==> config.mk <==
export PLATFORM = sky130hd
export DESIGN_NAME = rgb2hsv
export DESIGN_NICKNAME = d
export VERILOG_FILES = /design/src/rtl/rgb2hsv_pkg.sv /design/src/rtl/rgb2hsv_serial_divider.sv /design/src/rtl/rgb2hsv.sv
export SDC_FILE = /design/constraint.sdc
export NUM_CORES = 1
export LEC_CHECK = 0
export BUFFER_PORTS_ARGS = -buffer_cell sky130_fd_sc_hd__buf_2
export CAP_MARGIN = 20
export CORE_ASPECT_RATIO = 0.9
export CORE_MARGIN = 4
export CORE_UTILIZATION = 45
export CTS_BUF_LIST = sky130_fd_sc_hd__clkbuf_16
export DETAILED_ROUTE_END_ITERATION = 10
export SLEW_MARGIN = 20
export SYNTH_ARGS = -nofsm -noshare
export SYNTH_HDL_FRONTEND = slang
export SYNTH_HIERARCHICAL = 1
export SYNTH_SLANG_ARGS = --single-unit
==> constraint.sdc <==
create_clock -name clk -period 15.8 [get_ports clk]
set_input_delay 1.58 -clock clk [delete_from_list [all_inputs] [get_ports clk]]
set_output_delay 1.58 -clock clk [all_outputs]
set_load 0.01 [all_outputs]
==> src/rtl/rgb2hsv_pkg.sv <==
// Shared definitions for the RGB->HSV converter: packing offsets, hue sector
// bases, divider sizing and the controller state type.
package rgb2hsv_pkg;

   // Pixel packing: RGB arrives as {R,B,G}, HSV leaves as {H,S,V}
   localparam int R_LSB = 16;
   localparam int B_LSB = 8;
   localparam int G_LSB = 0;
   localparam int H_LSB = 16;
   localparam int S_LSB = 8;
   localparam int V_LSB = 0;

   localparam logic [2:0] SECT_R    = 3'd0;
   localparam logic [2:0] SECT_G    = 3'd2;
   localparam logic [2:0] SECT_B    = 3'd4;
   localparam logic [2:0] SECT_WRAP = 3'd6;

   localparam int HUE_SCALE = 256;
   localparam int HUE_SHIFT = 8;

   localparam int DIV_W = 19;   // widest dividend: N*256
   localparam int DVS_W = 11;   // widest divisor: 6*delta
   localparam int CNT_W = 5;

   typedef enum logic [2:0] {
      ST_IDLE,
      ST_MINMAX,
      ST_DIV_S,
      ST_DIV_H,
      ST_DONE
   } state_t;

   function automatic logic [DVS_W-1:0] scale_delta(input logic [2:0] k,
                                                    input logic [7:0] d);
      return DVS_W'(k) * DVS_W'(d);
   endfunction

endpackage

==> src/rtl/rgb2hsv_serial_divider.sv <==
// Restoring divider, one quotient bit per clock. The dividend is consumed MSB
// first, so shorter dividends are loaded left-aligned with a smaller i_iter.
module serial_divider
   import rgb2hsv_pkg::*;
#(
   parameter int WIDTH = DIV_W,
   parameter int DW    = DVS_W,
   parameter int QW    = 8
) (
   input  logic             clk,
   input  logic             reset,
   input  logic             i_start,
   input  logic [WIDTH-1:0] i_dividend,
   input  logic [DW-1:0]    i_divisor,
   input  logic [CNT_W-1:0] i_iter,
   output logic             o_busy,
   output logic             o_done,
   output logic [QW-1:0]    o_quotient
);

   logic [WIDTH-1:0] r_dvd;
   logic [DW-1:0]    r_div;
   logic [DW-1:0]    r_rem;
   logic [QW-1:0]    r_q;
   logic [CNT_W-1:0] r_cnt;
   logic             r_busy;

   logic [DW:0]      w_trial;
   logic             w_ge;
   logic [DW-1:0]    w_rem_next;

   assign w_trial    = {r_rem, r_dvd[WIDTH-1]};
   assign w_ge       = (w_trial >= {1'b0, r_div});
   assign w_rem_next = DW'(w_ge ? (w_trial - {1'b0, r_div}) : w_trial);

   // Quotient including the bit decided this cycle; complete while o_done is high
   assign o_quotient = {r_q[QW-2:0], w_ge};
   assign o_done     = r_busy && (r_cnt == '0);
   assign o_busy     = r_busy;

   always_ff @(posedge clk) begin
      if (reset) begin
         r_dvd  <= '0;
         r_div  <= '0;
         r_rem  <= '0;
         r_q    <= '0;
         r_cnt  <= '0;
         r_busy <= 1'b0;
      end else if (i_start) begin
         r_dvd  <= i_dividend;
         r_div  <= i_divisor;
         r_rem  <= '0;
         r_q    <= '0;
         r_cnt  <= i_iter - CNT_W'(1);
         r_busy <= (i_iter != '0);
      end else if (r_busy) begin
         r_dvd  <= {r_dvd[WIDTH-2:0], 1'b0};
         r_rem  <= w_rem_next;
         r_q    <= {r_q[QW-2:0], w_ge};
         r_cnt  <= r_cnt - CNT_W'(1);
         if (r_cnt == '0)
            r_busy <= 1'b0;
      end
   end

endmodule

==> src/rtl/rgb2hsv.sv <==
// Packed RGB to packed HSV converter with fixed latency; one shared serial
// divider computes saturation then hue for a single pixel in flight.
module rgb2hsv
   import rgb2hsv_pkg::*;
#(
   parameter int H_ITER = 19,
   parameter int S_ITER = 16
) (
   input  logic        clk,
   input  logic        reset,
   input  logic [23:0] tRGB,
   input  logic        in_valid,
   output logic        in_ready,
   output logic [23:0] tHSV,
   output logic        out_valid,
   input  logic        out_ready
);

   state_t            r_state;
   state_t            w_state_next;
   logic [23:0]       r_rgb;
   logic [7:0]        r_max;
   logic [7:0]        r_delta;
   logic [DVS_W-1:0]  r_n;
   logic [7:0]        r_s;
   logic [7:0]        r_h;
   logic [23:0]       r_thsv;
   logic              r_out_valid;

   logic [7:0]        w_r, w_g, w_b;
   logic [7:0]        w_max, w_min, w_delta;
   logic [2:0]        w_base;
   logic [DVS_W-1:0]  w_diff, w_n;
   logic [15:0]       w_s_prod;

   logic              w_div_start;
   logic [DIV_W-1:0]  w_div_dividend;
   logic [DVS_W-1:0]  w_div_divisor;
   logic [CNT_W-1:0]  w_div_iter;
   logic              w_div_busy;
   logic              w_div_done;
   logic [7:0]        w_div_q;

   assign w_r = r_rgb[R_LSB +: 8];
   assign w_g = r_rgb[G_LSB +: 8];
   assign w_b = r_rgb[B_LSB +: 8];

   // Max selection with tie priority R > G > B; the signed channel difference
   // is kept modulo 2^11 so base*delta + diff lands on the unsigned numerator.
   always_comb begin
      w_max  = w_b;
      w_base = SECT_B;
      w_diff = DVS_W'(w_r) - DVS_W'(w_g);
      if (w_r >= w_g && w_r >= w_b) begin
         w_max  = w_r;
         w_base = (w_g >= w_b) ? SECT_R : SECT_WRAP;
         w_diff = DVS_W'(w_g) - DVS_W'(w_b);
      end else if (w_g >= w_b) begin
         w_max  = w_g;
         w_base = SECT_G;
         w_diff = DVS_W'(w_b) - DVS_W'(w_r);
      end
   end

   assign w_min    = (w_r <= w_g && w_r <= w_b) ? w_r : ((w_g <= w_b) ? w_g : w_b);
   assign w_delta  = w_max - w_min;
   assign w_n      = scale_delta(w_base, w_delta) + w_diff;
   assign w_s_prod = 16'(w_delta) * 16'(8'd255);

   always_comb begin
      w_state_next   = r_state;
      w_div_start    = 1'b0;
      w_div_dividend = '0;
      w_div_divisor  = '0;
      w_div_iter     = '0;
      case (r_state)
         ST_IDLE:   if (in_valid) w_state_next = ST_MINMAX;
         ST_MINMAX: begin
            w_div_start    = 1'b1;
            w_div_dividend = DIV_W'(w_s_prod) << (DIV_W - S_ITER);
            w_div_divisor  = DVS_W'(w_max);
            w_div_iter     = CNT_W'(S_ITER);
            w_state_next   = ST_DIV_S;
         end
         ST_DIV_S: begin
            if (w_div_done) begin
               w_div_start    = 1'b1;
               w_div_dividend = {r_n, {HUE_SHIFT{1'b0}}};
               w_div_divisor  = scale_delta(SECT_WRAP, r_delta);
               w_div_iter     = CNT_W'(H_ITER);
               w_state_next   = ST_DIV_H;
            end
         end
         ST_DIV_H:  if (w_div_done) w_state_next = ST_DONE;
         ST_DONE:   if (r_out_valid && out_ready) w_state_next = ST_IDLE;
         default:   w_state_next = ST_IDLE;
      endcase
   end

   always_ff @(posedge clk) begin
      if (reset) begin
         r_state     <= ST_IDLE;
         r_rgb       <= '0;
         r_max       <= '0;
         r_delta     <= '0;
         r_n         <= '0;
         r_s         <= '0;
         r_h         <= '0;
         r_thsv      <= '0;
         r_out_valid <= 1'b0;
      end else begin
         r_state <= w_state_next;
         case (r_state)
            ST_IDLE:   if (in_valid) r_rgb <= tRGB;
            ST_MINMAX: begin
               r_max   <= w_max;
               r_delta <= w_delta;
               r_n     <= w_n;
            end
            // Degenerate pixels still run both divides; the zero rules win here
            ST_DIV_S:  if (w_div_done) r_s <= (r_max == '0) ? 8'd0 : w_div_q;
            ST_DIV_H:  if (w_div_done) r_h <= (r_delta == '0) ? 8'd0 : w_div_q;
            ST_DONE: begin
               if (!r_out_valid) begin
                  r_thsv[H_LSB +: 8] <= r_h;
                  r_thsv[S_LSB +: 8] <= r_s;
                  r_thsv[V_LSB +: 8] <= r_max;
                  r_out_valid        <= 1'b1;
               end else if (out_ready) begin
                  r_out_valid <= 1'b0;
               end
            end
            default: ;
         endcase
      end
   end

   serial_divider #(
      .WIDTH (DIV_W),
      .DW    (DVS_W),
      .QW    (8)
   ) u_div (
      .clk        (clk),
      .reset      (reset),
      .i_start    (w_div_start),
      .i_dividend (w_div_dividend),
      .i_divisor  (w_div_divisor),
      .i_iter     (w_div_iter),
      .o_busy     (w_div_busy),
      .o_done     (w_div_done),
      .o_quotient (w_div_q)
   );

   assign in_ready  = (r_state == ST_IDLE) && !w_div_busy;
   assign tHSV      = r_thsv;
   assign out_valid = r_out_valid;

endmodule

* After elaboration in Yosys (flattened, before gate mapping)
Cells that the tools add are included.
** Storage, ports and cells
- Register bits :: 149
- Input port bits :: 28
- Output and inout port bits :: 26
** Operators by class
- Add/subtract/negate cells :: 8
- Multipliers :: 3
- $lt $le $gt $ge :: 7
- Equal/unequal tests :: 8
- Multiplexer cells :: 34
- Bitwise logic cells :: 1
- Reduce and logical (&&, ||, !) cells :: 18
** Operator list (count)
- 2-to-1 mux 19 bit :: 3
- 2-to-1 mux 8 bit :: 6
- 2-to-1 mux 11 bit :: 4
- case mux 19 bit (2 select lines) :: 1
- subtractor 8 x 8 -> 9 bit :: 3
- >= comparator 8 bit :: 3
- <= comparator 8 bit :: 3
- case mux 11 bit (2 select lines) :: 1
- 2-to-1 mux 3 bit :: 7
- logical NOT 8 bit :: 2
- multiplier 8 x 8 -> 16 bit (second input constant) :: 1
- 2-to-1 mux 5 bit :: 3
- case mux 3 bit (5 select lines) :: 1
- >= comparator 12 x 11 -> 1 bit :: 1
- adder 11 bit :: 1
- multiplier 3 x 8 -> 11 bit :: 1
- subtractor 11 bit :: 1
- multiplier 2 x 8 -> 10 bit (first input constant) :: 1
- case mux 5 bit (2 select lines) :: 1
- subtractor 5 x 1 -> 5 bit (second input constant) :: 2
- AND reduction 2 bit :: 4
- subtractor 8 bit :: 1
- == test 3 x 2 -> 1 bit (second input constant) :: 2
- 2-to-1 mux 1 bit :: 6
- other kinds (14) :: 20

* Longest topological paths before layout
- Depth in word-level cells :: 7
- Mapped depth :: 40
- Mapped depth without buffers :: 39

* Cells and area by module
Netlist, hierarchy kept.
** By module, submodules not included
- rgb2hsv :: instances 1, cells an instance 1081, area an instance 8192.9 um^2, seq. area each 1901.8 um^2
- serial_divider :: instances 1, cells an instance 360, area an instance 2915.3 um^2, seq. area each 1081.0 um^2

* Worst setup path after synthesis
Ideal clock, no wire load.
- Kind :: reg2reg
- From :: register r_rgb[1]
- To :: register u_div.r_dvd[18]
- Data arrival time :: 7.943 ns
- Path slack :: 7.730 ns
- Cell stages (with the launch flop) :: 38
- Buffers on the path :: 2
- Period minus slack after synthesis :: 8.070 ns
- Cells stage by stage :: dfxtp_1 -> inv_1 -> ha_1 -> nor2b_2 -> o2111ai_2 -> a31oi_4 -> or3_1 -> nand2_1 -> clkbuf_1 -> clkbuf_1 -> nand2_1 -> o21ai_0 -> ha_1 -> a21o_1 -> a21o_1 -> a21oi_1 -> o21bai_1 -> a31oi_1 -> [2 not listed] -> ha_1 -> fa_1 -> inv_1 -> fa_1 -> fa_1 -> inv_1 -> ha_1 -> or3_1 -> a311o_1 -> nand3_1 -> a41oi_1 -> nor2_1 -> xnor2_1 -> nor4_1 -> nor4_1 -> nand2_1 -> a21oi_1 -> nor2_1
** On the way
- Longest elaborated chain between the ends :: 7
- Elaborated cells between the ends (all ways) :: 14
- Classes of those cells :: add/sub: 1; mul: 1; order compare: 4; mux: 6; reduce/logical: 2
** Ends and longest elaborated chain
- start, declared :: RTL line rgb2hsv.sv:21 : logic [23:0] r_rgb;
- start signal, assigned :: RTL line rgb2hsv.sv:114 : ST_IDLE: if (in_valid) r_rgb <= tRGB;
- >= comparator 8 bit (on tied branches) :: RTL line rgb2hsv.sv:58, rgb2hsv.sv:54
- 2-to-1 mux 8 bit / logical AND 1 bit (equally long branches) :: RTL line rgb2hsv.sv:58, rgb2hsv.sv:54
- 2-to-1 mux 8 bit * :: RTL line rgb2hsv.sv:54 : if (w_r >= w_g && w_r >= w_b) begin
- net w_max[1] :: RTL line rgb2hsv.sv:31 : logic [7:0] w_max, w_min, w_delta;
- subtractor 8 bit * :: RTL line rgb2hsv.sv:66 : assign w_delta = w_max - w_min;
- net w_delta[7] :: RTL line rgb2hsv.sv:31
- multiplier 8 x 8 -> 16 bit * :: RTL line rgb2hsv.sv:68 : assign w_s_prod = 16'(w_delta) * 16'(8'd255);
- case mux 19 bit (2 select lines) * :: RTL line rgb2hsv.sv:76 : case (r_state)
- net w_div_dividend[18] :: RTL line rgb2hsv.sv:37 : logic [DIV_W-1:0] w_div_dividend;
- 2-to-1 mux 19 bit * :: RTL line rgb2hsv_serial_divider.sv:49 : end else if (i_start) begin
- end signal, assigned :: RTL line rgb2hsv_serial_divider.sv:50 : r_dvd <= i_dividend;
- end signal, assigned :: RTL line rgb2hsv_serial_divider.sv:57 : r_dvd <= {r_dvd[WIDTH-2:0], 1'b0};
- end, declared :: RTL line rgb2hsv_serial_divider.sv:21 : logic [WIDTH-1:0] r_dvd;
Mark *: on every way through the listed nets, which the timed path passes. The rest lies on a longest branch.
A chain may end at the register's enable or synchronous reset.

* Worst setup path in the final report
- From :: register r_rgb[17]
- To :: register u_div.r_dvd[18]
** On the way
- Longest elaborated chain between the ends :: 7
- Elaborated cells between the ends (all ways) :: 12
- Classes of those cells :: add/sub: 1; mul: 1; order compare: 4; mux: 4; reduce/logical: 2
** Ends and longest elaborated chain (RTL line)
- >= comparator 8 bit :: rgb2hsv.sv:54
- logical AND 1 bit :: rgb2hsv.sv:54
- 2-to-1 mux 8 bit * :: rgb2hsv.sv:54
- net w_max[1] :: rgb2hsv.sv:31
- subtractor 8 bit * :: rgb2hsv.sv:66
- net w_delta[5] :: rgb2hsv.sv:31
- multiplier 8 x 8 -> 16 bit * :: rgb2hsv.sv:68
- case mux 19 bit (2 select lines) * :: rgb2hsv.sv:76
- net w_div_dividend[18] :: rgb2hsv.sv:37
- 2-to-1 mux 19 bit * :: rgb2hsv_serial_divider.sv:49
Marks and branches as above.

==> results.sh <==
export IMPL_status="finished, final reports clean"
export IMPL_path_buf_inv=4
export IMPL_syn_avg_cell_area_um2=7.71
export IMPL_io_pins=54
export IMPL_wire_per_inst_um=15.4
export IMPL_syn_to_final_growth_pct=10.2
export IMPL_viasPerCell=5.32
export IMPL_grtUsageTotal_pct=20.5
export IMPL_syn_inst=1441
export IMPL_clock_sinks=149
export IMPL_grt_pass1_wl_mm=46.1
export IMPL_crit_arrival_ns=9.37
export IMPL_crit_path_max_incr_delay_ns=0.72
export IMPL_whs_path_depth=2
export IMPL_yosys_area_top_type="dfxtp_1"
export IMPL_dieArea_um2=27300
export IMPL_seq_area_frac_synth_pct=26.9
export IMPL_htreeDepth=4
export IMPL_muxShareOfSynthArea_pct=3.96
export IMPL_drt_iter0_markers=633
export IMPL_core_um2=24300
export IMPL_yosys_warnings=6
export IMPL_r2r_start="r_rgb[17]$_SDFFE_PP0P_"
export IMPL_grt_pass1_vias=9278
export IMPL_min_delay_path_class="reg -> reg"
export IMPL_synth_compound_area_share_pct=19.5
export IMPL_fin_util_pct=50.5
export IMPL_cpMaxStageDelayCell="xor2_1"
export IMPL_fin_nets=1636
export IMPL_antenna_cells=0
export IMPL_postRouteWirelength_mm=27.5
export IMPL_fin_cells=1783
export IMPL_dp_cells=1751
export IMPL_synth_most_common_cell="nand2_1"
export IMPL_fin_crit_ns=9.09
export IMPL_gp_congestion=0.940
export IMPL_yosys_area_share_simple_pct=17.8
export IMPL_hpwl_mm=20.2
export IMPL_die_w_um=174
export IMPL_crit_top_cell="inv_1"
export IMPL_synth_commonest_cells="207 x nand2_1, 160 x a21oi_1, 156 x nor2_1"
export IMPL_async_flop_share_pct=0
export IMPL_setup_viol_count_final=0
export IMPL_post_cts_buffers=0
export IMPL_synthTopCellsByArea="dfxtp_1 27%, ha_1 13%, a21oi_1 7.2%"
export IMPL_cts_tree="done"
export IMPL_tns_ns=0
export IMPL_grt_max_degree=83
export IMPL_r2r_setup_slack_ns=6.71
export IMPL_min_to="tHSV[20]$_SDFFE_PP0P_"
export IMPL_path_clk_slew_ns=0.08
export IMPL_hold_worst_slack_ns=0.452
export IMPL_report_final_hold_viol_count=0
export IMPL_yosys_area_share_adder_pct=18.7
export IMPL_worstSetupEndpointType="register"
export IMPL_rsz0062_at_grt="false"
export IMPL_ctsHoldBuffers=0
export IMPL_synth_seq_cells=149
export IMPL_clk_latency_ns=0.44
export IMPL_synth_cell_types=72
export IMPL_cts_buffers=17
export IMPL_fmax_mhz=110
export IMPL_die_h_um=157
export IMPL_skew_ns=0.0231
export IMPL_synth_top_family_by_area="compound AO/OA/AOI/OAI gates"
export IMPL_relSlewSlack_pct=36.7
export IMPL_r2r_cells=34
export IMPL_regToRegEndpoint="u_div/r_dvd[18]$_SDFFE_PP0P_"
export IMPL_drc_errors=0
export IMPL_synth_top_area_share_pct=26.9
export IMPL_crit_type="reg -> reg"
export IMPL_initial_core_util_pct=45.8
export IMPL_synth_main_ff_cell="dfxtp_1"
export IMPL_crit_family="compound AO/OA/AOI/OAI gates"
export IMPL_synth_xor_area_share_pct=5.67
export IMPL_first_pass_iters=5
export IMPL_synth_edff_count=0
export IMPL_critical_path_max_fanout=20
export IMPL_cp_required_ns=16.08
export IMPL_syn_area_um2=11100
export IMPL_portBuffers=53
export IMPL_slew_viol_final=0
export IMPL_num_vias=9489
export IMPL_drive_gt1_share_pct=8.07
export IMPL_maxCapViolations=0
export IMPL_cts_resized=0
export IMPL_holdCritStartpoint="r_h[4]$_SDFFE_PP0P_"
export IMPL_fin_crit_sh_pct=57.5
export IMPL_worstMarginPinSlew_ns=0.949
export IMPL_antenna_found_initial=0
export IMPL_startpoint_type="register"
export IMPL_cts_buffer_depth=2
export IMPL_cts_root_buf="clkbuf_16"
export IMPL_overflow=0
export IMPL_final_antenna_net_count=0
export IMPL_num_rows=54
## metal layers
metal / share of wire (%) / global-route usage, % / up-vias
li1: - / - / 4907
met1: 52 / 29.2 / 4384
met2: 44 / 33.1 / 176
met3: 3.6 / 2.88 / 22
met4: 1.0 / 5.31 / 0
met5: 0 / 0 / -
## cell families (layout without fill, tap and decap cells)
logic type	Yosys count	in the layout
simple gates	460	460
compound gates	356	356
buf+inv	214	241
flops	149	149
fa+ha+maj	146	146
xor+xnor	71	71
mux	44	44
other cells	1	8
## worst max path at each step
| stage | to | depth (start not counted) | from |
|---|---|---|---|
| 6_report | u_div/r_dvd[18]$_SDFFE_PP0P_ | 34 | r_rgb[17]$_SDFFE_PP0P_ |
| 2_1_floorplan | u_div/r_dvd[18]$_SDFFE_PP0P_ | 37 | r_rgb[1]$_SDFFE_PP0P_ |
| 3_3_place_gp | u_div/r_dvd[18]$_SDFFE_PP0P_ | 34 | r_rgb[17]$_SDFFE_PP0P_ |
| 5_1_grt | u_div/r_dvd[18]$_SDFFE_PP0P_ | 34 | r_rgb[17]$_SDFFE_PP0P_ |
| 3_5_place_dp | u_div/r_dvd[18]$_SDFFE_PP0P_ | 34 | r_rgb[17]$_SDFFE_PP0P_ |
| 4_1_cts | u_div/r_dvd[18]$_SDFFE_PP0P_ | 34 | r_rgb[17]$_SDFFE_PP0P_ |
## state kept, by name, indices dropped and copies added, names as in the netlist, 3 cells and up
signal and cells:
r_delta 8, r_h 8, r_max 8, r_n 11, r_rgb 24, r_s 8, r_state 3, tHSV 24
u_div/r_cnt 5, u_div/r_div 11, u_div/r_dvd 19, u_div/r_q 7, u_div/r_rem 11
## final cells by class
class                      instances  area, µm²
clock buffer                      17        425
timing repair buffer              65        358
tap                              308        385
inverter                         144        541
fill                            2338      12000
multi-input combinational       1085       7350
sequential                       149       2980
clock inverter                    15        199
## worst register-to-register path: cells and delay by family (launching register included)
family	cells	cell delay [ns]
AOI/OAI and AO/OA	11	2.58
xor gates and xnor gates	4	1.52
adders and majority gates	6	2.43
buffers and inverters	4	0.26
DFF	1	0.42
and+or+nand+nor	9	1.71
## layout by cell type, fill, tap and decap left out, drive strengths merged, types with 13 or more instances in the layout
master / synthesis / layout
a31oi: 14 / 14
buf: 15 / 65
o21ai: 63 / 63
ha: 112 / 112
nand2: 207 / 207
nor2: 156 / 156
xnor2: 52 / 52
a21o: 32 / 32
nand3: 19 / 19
a211oi: 15 / 15
mux2i: 44 / 44
clkbuf: 55 / 17
a21oi: 161 / 161
a22oi: 18 / 18
nor3: 13 / 13
xor2: 19 / 19
inv: 143 / 149
fa: 34 / 34
dfxtp: 149 / 149
## stage by stage
| step | setup WS, ns | cell area (µm²) |
|---|---|---|
| 2_1_floorplan | 7.73 | 11100 |
| 4_1_cts | 6.73 | 12200 |
| 3_3_place_gp | 7.03 | 11600 |
| 6_report | 6.71 | 12200 |
| 5_1_grt | 5.95 | 12200 |
| 3_5_place_dp | 6.77 | 11600 |
Power is left out: the tool's default activity adds up to more than one toggle a clock period on the data nets, which glitch-free logic cannot reach.
